--- src/rtl/spi_px_bridge.sv ---
// SPI mode-0 slave to pixel-stream bridge with RX/TX word FIFOs.
// Define SPI_PX_BRIDGE_ERR_EN to build sticky overflow/underflow flags on err_o.
module spi_px_bridge #(
    parameter int PX_BITS   = 24,
    parameter int RX_DEPTH  = 4,
    parameter int TX_DEPTH  = 4,
    parameter bit BYTE_SWAP = 1'b1
) (
    input  logic               clk_i,
    input  logic               reset_i,
    input  logic               spi_sck_i,
    input  logic               spi_sdi_i,
    input  logic               spi_cs_i,
    output logic               spi_sdo_o,
    output logic [PX_BITS-1:0] rx_px_o,
    output logic               rx_valid_o,
    input  logic               rx_ready_i,
    input  logic [PX_BITS-1:0] tx_px_i,
    input  logic               tx_valid_i,
    output logic               tx_ready_o,
    output logic               busy_o,
    output logic [1:0]         err_o
);

    localparam int CW  = $clog2(PX_BITS);
    localparam int RAW = $clog2(RX_DEPTH);
    localparam int TAW = $clog2(TX_DEPTH);
    localparam int NB  = PX_BITS / 8;

    typedef enum logic [1:0] {
        S_IDLE,
        S_LOAD,
        S_SHIFT
    } state_t;

    state_t state, state_nx;

    logic [1:0] sck_s, sdi_s, cs_s;
    logic       sck_d, armed;
    logic       sck, sdi, cs, rise, fall;

    logic load, sample, shift, push_req;

    logic [PX_BITS-1:0] sh_out, sh_in, rx_word;
    logic [CW-1:0]      bit_cnt;

    logic [PX_BITS-1:0] rx_mem [RX_DEPTH];
    logic [RAW-1:0]     rx_wr, rx_rd;
    logic [RAW:0]       rx_cnt;
    logic               rx_full, rx_empty, rx_push, rx_pop;

    logic [PX_BITS-1:0] tx_mem [TX_DEPTH];
    logic [TAW-1:0]     tx_wr, tx_rd;
    logic [TAW:0]       tx_cnt;
    logic               tx_full, tx_empty, tx_push, tx_pop;

    // Port word <-> wire word; wire is always MSB-first.
    function automatic logic [PX_BITS-1:0] order(input logic [PX_BITS-1:0] v);
        logic [PX_BITS-1:0] r;
        r = v;
        if (BYTE_SWAP) begin
            for (int i = 0; i < NB; i++) begin
                r[8*i +: 8] = v[PX_BITS-8-8*i +: 8];
            end
        end
        return r;
    endfunction

    // armed blocks a frame that was already in progress when reset released
    always_ff @(posedge clk_i or posedge reset_i) begin
        if (reset_i) begin
            sck_s <= '0;
            sdi_s <= '0;
            cs_s  <= '0;
            sck_d <= 1'b0;
            armed <= 1'b0;
        end else begin
            sck_s <= {sck_s[0], spi_sck_i};
            sdi_s <= {sdi_s[0], spi_sdi_i};
            cs_s  <= {cs_s[0], spi_cs_i};
            sck_d <= sck_s[1];
            if (cs_s[1]) begin
                armed <= 1'b1;
            end
        end
    end

    assign sck  = sck_s[1];
    assign sdi  = sdi_s[1];
    assign cs   = cs_s[1];
    assign rise = sck & ~sck_d;
    assign fall = ~sck & sck_d;

    always_ff @(posedge clk_i or posedge reset_i) begin
        if (reset_i) begin
            state <= S_IDLE;
        end else begin
            state <= state_nx;
        end
    end

    // The fall right after a word boundary is skipped: LOAD already
    // presented the new MSB.
    always_comb begin
        state_nx = state;
        load     = 1'b0;
        sample   = 1'b0;
        shift    = 1'b0;
        push_req = 1'b0;
        unique case (state)
            S_IDLE: begin
                if (!cs && armed) begin
                    state_nx = S_LOAD;
                end
            end
            S_LOAD: begin
                load     = 1'b1;
                state_nx = S_SHIFT;
            end
            S_SHIFT: begin
                if (rise) begin
                    sample = 1'b1;
                    if (bit_cnt == CW'(PX_BITS - 1)) begin
                        push_req = 1'b1;
                        state_nx = S_LOAD;
                    end
                end else if (fall && bit_cnt != '0) begin
                    shift = 1'b1;
                end
            end
            default: state_nx = S_IDLE;
        endcase
        if (cs) begin
            state_nx = S_IDLE;
            load     = 1'b0;
            sample   = 1'b0;
            shift    = 1'b0;
            push_req = 1'b0;
        end
    end

    assign rx_word = {sh_in[PX_BITS-2:0], sdi};

    always_ff @(posedge clk_i or posedge reset_i) begin
        if (reset_i) begin
            sh_out  <= '0;
            sh_in   <= '0;
            bit_cnt <= '0;
        end else begin
            if (load) begin
                sh_out  <= tx_empty ? '0 : order(tx_mem[tx_rd]);
                bit_cnt <= '0;
            end else if (shift) begin
                sh_out <= {sh_out[PX_BITS-2:0], 1'b0};
            end
            if (sample) begin
                sh_in   <= rx_word;
                bit_cnt <= bit_cnt + CW'(1);
            end
        end
    end

    assign busy_o    = (state != S_IDLE);
    assign spi_sdo_o = busy_o & sh_out[PX_BITS-1];

    assign rx_full    = (rx_cnt == (RAW+1)'(RX_DEPTH));
    assign rx_empty   = (rx_cnt == '0);
    assign rx_valid_o = ~rx_empty;
    assign rx_px_o    = rx_mem[rx_rd];
    assign rx_pop     = rx_valid_o & rx_ready_i;
    assign rx_push    = push_req & (~rx_full | rx_pop);

    always_ff @(posedge clk_i or posedge reset_i) begin
        if (reset_i) begin
            rx_wr  <= '0;
            rx_rd  <= '0;
            rx_cnt <= '0;
            for (int i = 0; i < RX_DEPTH; i++) begin
                rx_mem[i] <= '0;
            end
        end else begin
            if (rx_push) begin
                rx_mem[rx_wr] <= order(rx_word);
                rx_wr         <= rx_wr + RAW'(1);
            end
            if (rx_pop) begin
                rx_rd <= rx_rd + RAW'(1);
            end
            if (rx_push && !rx_pop) begin
                rx_cnt <= rx_cnt + (RAW+1)'(1);
            end else if (!rx_push && rx_pop) begin
                rx_cnt <= rx_cnt - (RAW+1)'(1);
            end
        end
    end

    assign tx_full    = (tx_cnt == (TAW+1)'(TX_DEPTH));
    assign tx_empty   = (tx_cnt == '0);
    assign tx_ready_o = ~tx_full;
    assign tx_push    = tx_valid_i & tx_ready_o;
    assign tx_pop     = load & ~tx_empty;

    always_ff @(posedge clk_i or posedge reset_i) begin
        if (reset_i) begin
            tx_wr  <= '0;
            tx_rd  <= '0;
            tx_cnt <= '0;
            for (int i = 0; i < TX_DEPTH; i++) begin
                tx_mem[i] <= '0;
            end
        end else begin
            if (tx_push) begin
                tx_mem[tx_wr] <= tx_px_i;
                tx_wr         <= tx_wr + TAW'(1);
            end
            if (tx_pop) begin
                tx_rd <= tx_rd + TAW'(1);
            end
            if (tx_push && !tx_pop) begin
                tx_cnt <= tx_cnt + (TAW+1)'(1);
            end else if (!tx_push && tx_pop) begin
                tx_cnt <= tx_cnt - (TAW+1)'(1);
            end
        end
    end

`ifdef SPI_PX_BRIDGE_ERR_EN
    logic [1:0] err;

    always_ff @(posedge clk_i or posedge reset_i) begin
        if (reset_i) begin
            err <= 2'b00;
        end else if (state == S_IDLE && state_nx == S_LOAD) begin
            err <= 2'b00;
        end else begin
            if (push_req && !rx_push) begin
                err[0] <= 1'b1;
            end
            if (load && tx_empty) begin
                err[1] <= 1'b1;
            end
        end
    end

    assign err_o = err;
`else
    assign err_o = 2'b00;
`endif

endmodule

--- config.mk ---
export PLATFORM = sky130hd
export DESIGN_NAME = spi_px_bridge
export DESIGN_NICKNAME = d
export VERILOG_FILES = /design/src/rtl/spi_px_bridge.sv
export SDC_FILE = /design/constraint.sdc
export NUM_CORES = 1
export LEC_CHECK = 0
export CELL_PAD_IN_SITES_DETAIL_PLACEMENT = 1
export CELL_PAD_IN_SITES_GLOBAL_PLACEMENT = 1
export CORE_MARGIN = 1.5
export CORE_UTILIZATION = 33
export CTS_CLUSTER_SIZE = 14
export DETAILED_ROUTE_END_ITERATION = 16
export PLACE_DENSITY = 0.54
export SYNTH_ARGS = -nofsm -noshare
export SYNTH_HDL_FRONTEND = slang
export SYNTH_SLANG_ARGS = --single-unit
--- constraint.sdc ---
create_clock -name clk_i -period 13.7 [get_ports clk_i]
set_input_delay 4.11 -clock clk_i [delete_from_list [all_inputs] [get_ports clk_i]]
set_output_delay 4.11 -clock clk_i [all_outputs]
set_load 0.02 [all_outputs]
# [After elaboration in Yosys (flattened, before gate mapping)]
# Cells that the tools add are included.
[op_classes] addsub=9 order_cmp=6 n_eq_ne=8 mux=40 bitwise=18 reduce_logical=23
[ops] op="2-to-1 mux 24 bit" count=10
[ops] op="bitwise mux 96 bit" count=2
[ops] op="binary-select mux 24 bit (select 2 bit)" count=2
[ops] op="demux 24 bit (select 2 bit)" count=2
[ops] op="2-to-1 mux 1 bit" count=13
[ops] op="greater-or-equal comparator 3 bit (second input constant)" count=4
[ops] op="2-to-1 mux 3 bit" count=4
[ops] op="NOT 2 -> 3 bit" count=4
[ops] op="2-to-1 mux 5 bit" count=2
[ops] op="nonzero test 2 bit" count=5
[ops] op="inequality test 3 bit (second input constant)" count=3
[ops] op="adder 2 x 1 -> 2 bit (second input constant)" count=4
[ops] op="logical AND 1 bit" count=8
[ops] op="2-to-1 mux 2 bit" count=4
[ops] op="bitwise AND 1 bit" count=7
[ops] op="adder 3 x 1 -> 3 bit (second input constant)" count=2
[ops] op="== test 3 bit (second input constant)" count=2
[ops] op="zero test 3 bit" count=2
[ops] op="< comparator 3 x 1 -> 1 bit (second input constant)" count=2
[ops] op="NOT 1 bit" count=6
[ops] op="case mux 2 bit (3 select lines)" count=1
[ops] op="subtractor 3 x 1 -> 3 bit (second input constant)" count=2
[ops] op="adder 5 x 1 -> 5 bit (second input constant)" count=1
[ops] op="== test 5 bit (second input constant)" count=1
[ops] op="7 further kinds" count=11
[word_totals] register_bits=268 output_inout_bits=30 elab_cells=127

# [Logic depth before layout (Yosys ltp)]
[depth] depth_word=10 mapped_depth=10 mapped_depth_nobuf=9

# [Worst setup path after synthesis]
# Ideal clock, no wire load.
[synth_timing] path_kind="register to output" from="register rx_rd[0]" to="output rx_px_o[10]" arrival_time_ns=1.893 t_required_ns=9.590 path_slack_ns=7.697 stages_incl_launch_ff=4 path_buffers=2 cell_sequence="dfrtp_1 -> clkbuf_1 -> buf_1 -> mux4_2"
[synth_between] elab_chain_cells=4
[synth_rtl] element="start, declared" line_no="48" source="logic [RAW-1:0] rx_wr, rx_rd;"
[synth_rtl] element="start signal, assigned" line_no="187" source="rx_rd <= rx_rd + RAW'(1);"
[synth_rtl] element="NOT 2 -> 3 bit (implied by the code)" line_no="169" source="assign rx_px_o = rx_mem[rx_rd];"
[synth_rtl] element="binary-select mux 24 bit (select 2 bit)" line_no="169"
[synth_rtl] element="2-to-1 mux 24 bit (implied by the code) (2 in a row)" line_no="169"
[synth_rtl] element="end, declared" line_no="15" source="output logic [PX_BITS-1:0] rx_px_o,"
# Every way passes these cells. The select of a mux whose other input is x is not followed.

# [Worst setup path after layout]
[layout_timing] from="register rx_rd[0]" to="output rx_px_o[22]"
# Same word-level chain as after synthesis.

==> impl_metrics.json <==
{
  "synth_top_family_by_area": "multiplexers",
  "power_density_nw_per_um2": 182,
  "post-route-period-util": 0.519,
  "wire_per_inst_um": 20.6,
  "grt_max_degree": 110,
  "pin_count": 61,
  "vias": 6690,
  "cts_tree": "yes",
  "min_path_type": "register to register",
  "fin_skew_ns": 0.0197,
  "irDropWorstVdd_uv": 116,
  "synth_compound_area_frac": 0.0334,
  "antenna_found_initial": 0,
  "clk_pin_slew_ns": 0.06,
  "clock-sinks": 268,
  "yosys.area_share.simple": 0.0521,
  "grtUsageTotal": 0.153,
  "worstReg2RegStart": "state[0]$_DFFE_PP0P_",
  "grt_pass1_vias": 7803,
  "pre_cts_ws_ns": 6.95,
  "ant_nets": 0,
  "synth_seq_cells": 268,
  "muxShareOfSynthArea": 0.301,
  "async_flop_share": 1.00,
  "area_growth_pct": 16.5,
  "core_sq_um": 35500,
  "antenna_cells": 0,
  "rsz0062_at_grt": "no",
  "synth_adder_area_share": 0.0160,
  "r2r_cells": 4,
  "final.setup.tns_ns": 0,
  "maxCapViolCount": 0,
  "initial_core_util": 0.335,
  "rows": 69,
  "syn_inst": 790,
  "fin_nets": 892,
  "drc": 0,
  "status": "complete, no violations",
  "grt_pass1_wl_mm": 44.7,
  "leakage_uw": 0.00644,
  "clk_latency_ns": 0.56,
  "cts_buffer_depth": 3,
  "crit_fanout": 15,
  "ff2ff_setup_slack_ns": 10.65,
  "finalSetupViolCount": 0,
  "mostFrequentLayoutCells": "dfrtp_1, mux2_2, nand2_1",
  "cp_data_required_time_ns": 9.59,
  "first_iter_violations": 173,
  "synth_xor_area_frac": 0.00884,
  "syn_avg_cell_area_sq_um": 15.1,
  "min-delay-start": "cs_s[0]$_DFF_PP0_",
  "rr_endpoint": "sh_out[12]$_DFFE_PP0P_",
  "slew_headroom": 0.304,
  "drt-total-wl_mm": 27.4,
  "die-area_sq_um": 37200,
  "drive_gt1_frac": 0.357,
  "netlist_area_sq_um": 11900,
  "crit_type": "register to output port",
  "die_y_um": 193,
  "htreeDepth": 1,
  "yosysUniqueCellTypes": 39,
  "fillers": 3598,
  "yosys_warnings": 0,
  "dp.final_hpwl_mm": 16.7,
  "fmax_mhz": 141,
  "hold_buffers": 0,
  "critPathArrivalTime_ns": 2.99,
  "ys_seq_area_frac": 0.564,
  "cts_setup_buffers": 0,
  "fin_crit_ns": 7.10,
  "final_common_cell": "dfrtp_1",
  "tightest_slew_ns": 1.04,
  "firstDrtPassIters": 6,
  "io_buffer_count": 58,
  "grt.overflow.total": 0,
  "hold_violations": 0,
  "root_buffer": "clkbuf_16",
  "place_congestion": 0.684,
  "cts_buffers": 31,
  "dieWidth_um": 193,
  "synth_enable_flop_cells": 0,
  "synthFlopType": "dfrtp_1",
  "avgViaCountPerCell": 5.03,
  "slew_violations": 0,
  "crit_path_end": "rx_px_o[22]",
  "setup_slack_ns": 6.60,
  "cts_resized": 0,
  "end_kind": "output port",
  "startpoint_type": "register",
  "startpoint": "rx_rd[0]$_DFFE_PP0P_"
}
-- registers in the layout (all words and copies together) (netlist names) --
register	cells
rx_mem	96
tx_mem	96
sh_out	24
sh_in	23
bit_cnt	5
rx_cnt	3
tx_cnt	3
cs_s	2
rx_rd	2
rx_wr	2
sck_s	2
sdi_s	2
state	2
tx_rd	2
tx_wr	2
armed	1
sck_d	1
-- routing by layer --
layer / vias up / GRT usage / wire (um)
met2: 109 / 0.260 / 13400
met1: 3615 / 0.206 / 12500
met5: - / 0 / 0
met4: 0 / 0.0325 / 369
li1: 2937 / - / -
met3: 29 / 0.0253 / 1040
-- through the flow --
step           power [uW]  utilization  std cells  hold WS, ns  cell area [sq um]
2_1_floorplan        1590            -        791        0.331              11900
3_3_place_gp         1730        0.364       1275        0.338              12900
3_5_place_dp         1780        0.364       1275        0.340              12900
4_1_cts              2580        0.391       1329        0.354              13900
5_1_grt              2680        0.391       1329        0.353              13900
6_report             2530        0.391       1329        0.350              13900
-- layout make-up --
type / instances / area (sq um) / share of cell area
Clock buffer: 48 / 920 / 0.0664
Clock inverter: 6 / 33.8 / 0.00244
Inverter: 10 / 45.0 / 0.00325
Multi-Input combinational cell: 466 / 4910 / 0.354
Sequential cell: 268 / 6710 / 0.484
Tap cell: 461 / 577 / 0.0416
Timing Repair Buffer: 70 / 671 / 0.0484
-- how the worst min path moves through the flow --
stage,to,slack (ns),depth (start not counted)
floorplan,cs_s[1]$_DFF_PP0_,0.33,0
global placement,sdi_s[1]$_DFF_PP0_,0.34,0
detailed placement,cs_s[1]$_DFF_PP0_,0.34,0
CTS,cs_s[1]$_DFF_PP0_,0.35,0
global route,cs_s[1]$_DFF_PP0_,0.35,0
finish,cs_s[1]$_DFF_PP0_,0.35,0
-- power breakdown --
group          switching, uW  total (uW)  internal, uW
Sequential               132        1120           992
Clock                    318         774           456
Combinational            265         630           364
Total                    715        2530          1810
-- worst max-delay path, stage by stage, from the launching register on --
cell             delay [ns]
dfrtp_1                0.83
buf_4                  0.44
mux4_2                 0.59
clkdlybuf4s50_1        0.58
-- synth_stat cells (2+ instances only) --
cell type / number / share of area
dfrtp_1: 268 / 0.56
nor4b_1: 2 / 0.0015
and3_1: 2 / 0.0011
xnor2_1: 7 / 0.0052
inv_1: 10 / 0.0032
a21o_1: 2 / 0.0013
nand2_1: 104 / 0.033
clkbuf_1: 27 / 0.0085
nor2_1: 6 / 0.0019
mux4_2: 48 / 0.091
a2bb2oi_1: 23 / 0.017
nor3_1: 2 / 0.00084
mux2i_1: 2 / 0.0017
o21ai_0: 31 / 0.013
buf_4: 2 / 0.0013
buf_2: 4 / 0.0017
nand2b_1: 2 / 0.0011
nor3b_1: 2 / 0.0013
ha_1: 12 / 0.013
mux2_2: 114 / 0.11
nand2_4: 4 / 0.0038
buf_6: 8 / 0.0076
xor2_1: 5 / 0.0037
fa_1: 2 / 0.0034
buf_1: 6 / 0.0019
or2_2: 3 / 0.0016
mux2_4: 80 / 0.10
-- cells by family (layout without fill, tap and decap cells) --
kind of cell    count (synthesis)  after routing
flops                         268            268
mux                           244            244
simple gates                  135            135
compound gates                 59             59
buf+inv                        57            134
fa+ha+maj                      14             14
xor+xnor                       12             12
other cells                     1              2
Power figures use the tool's default switching activity.
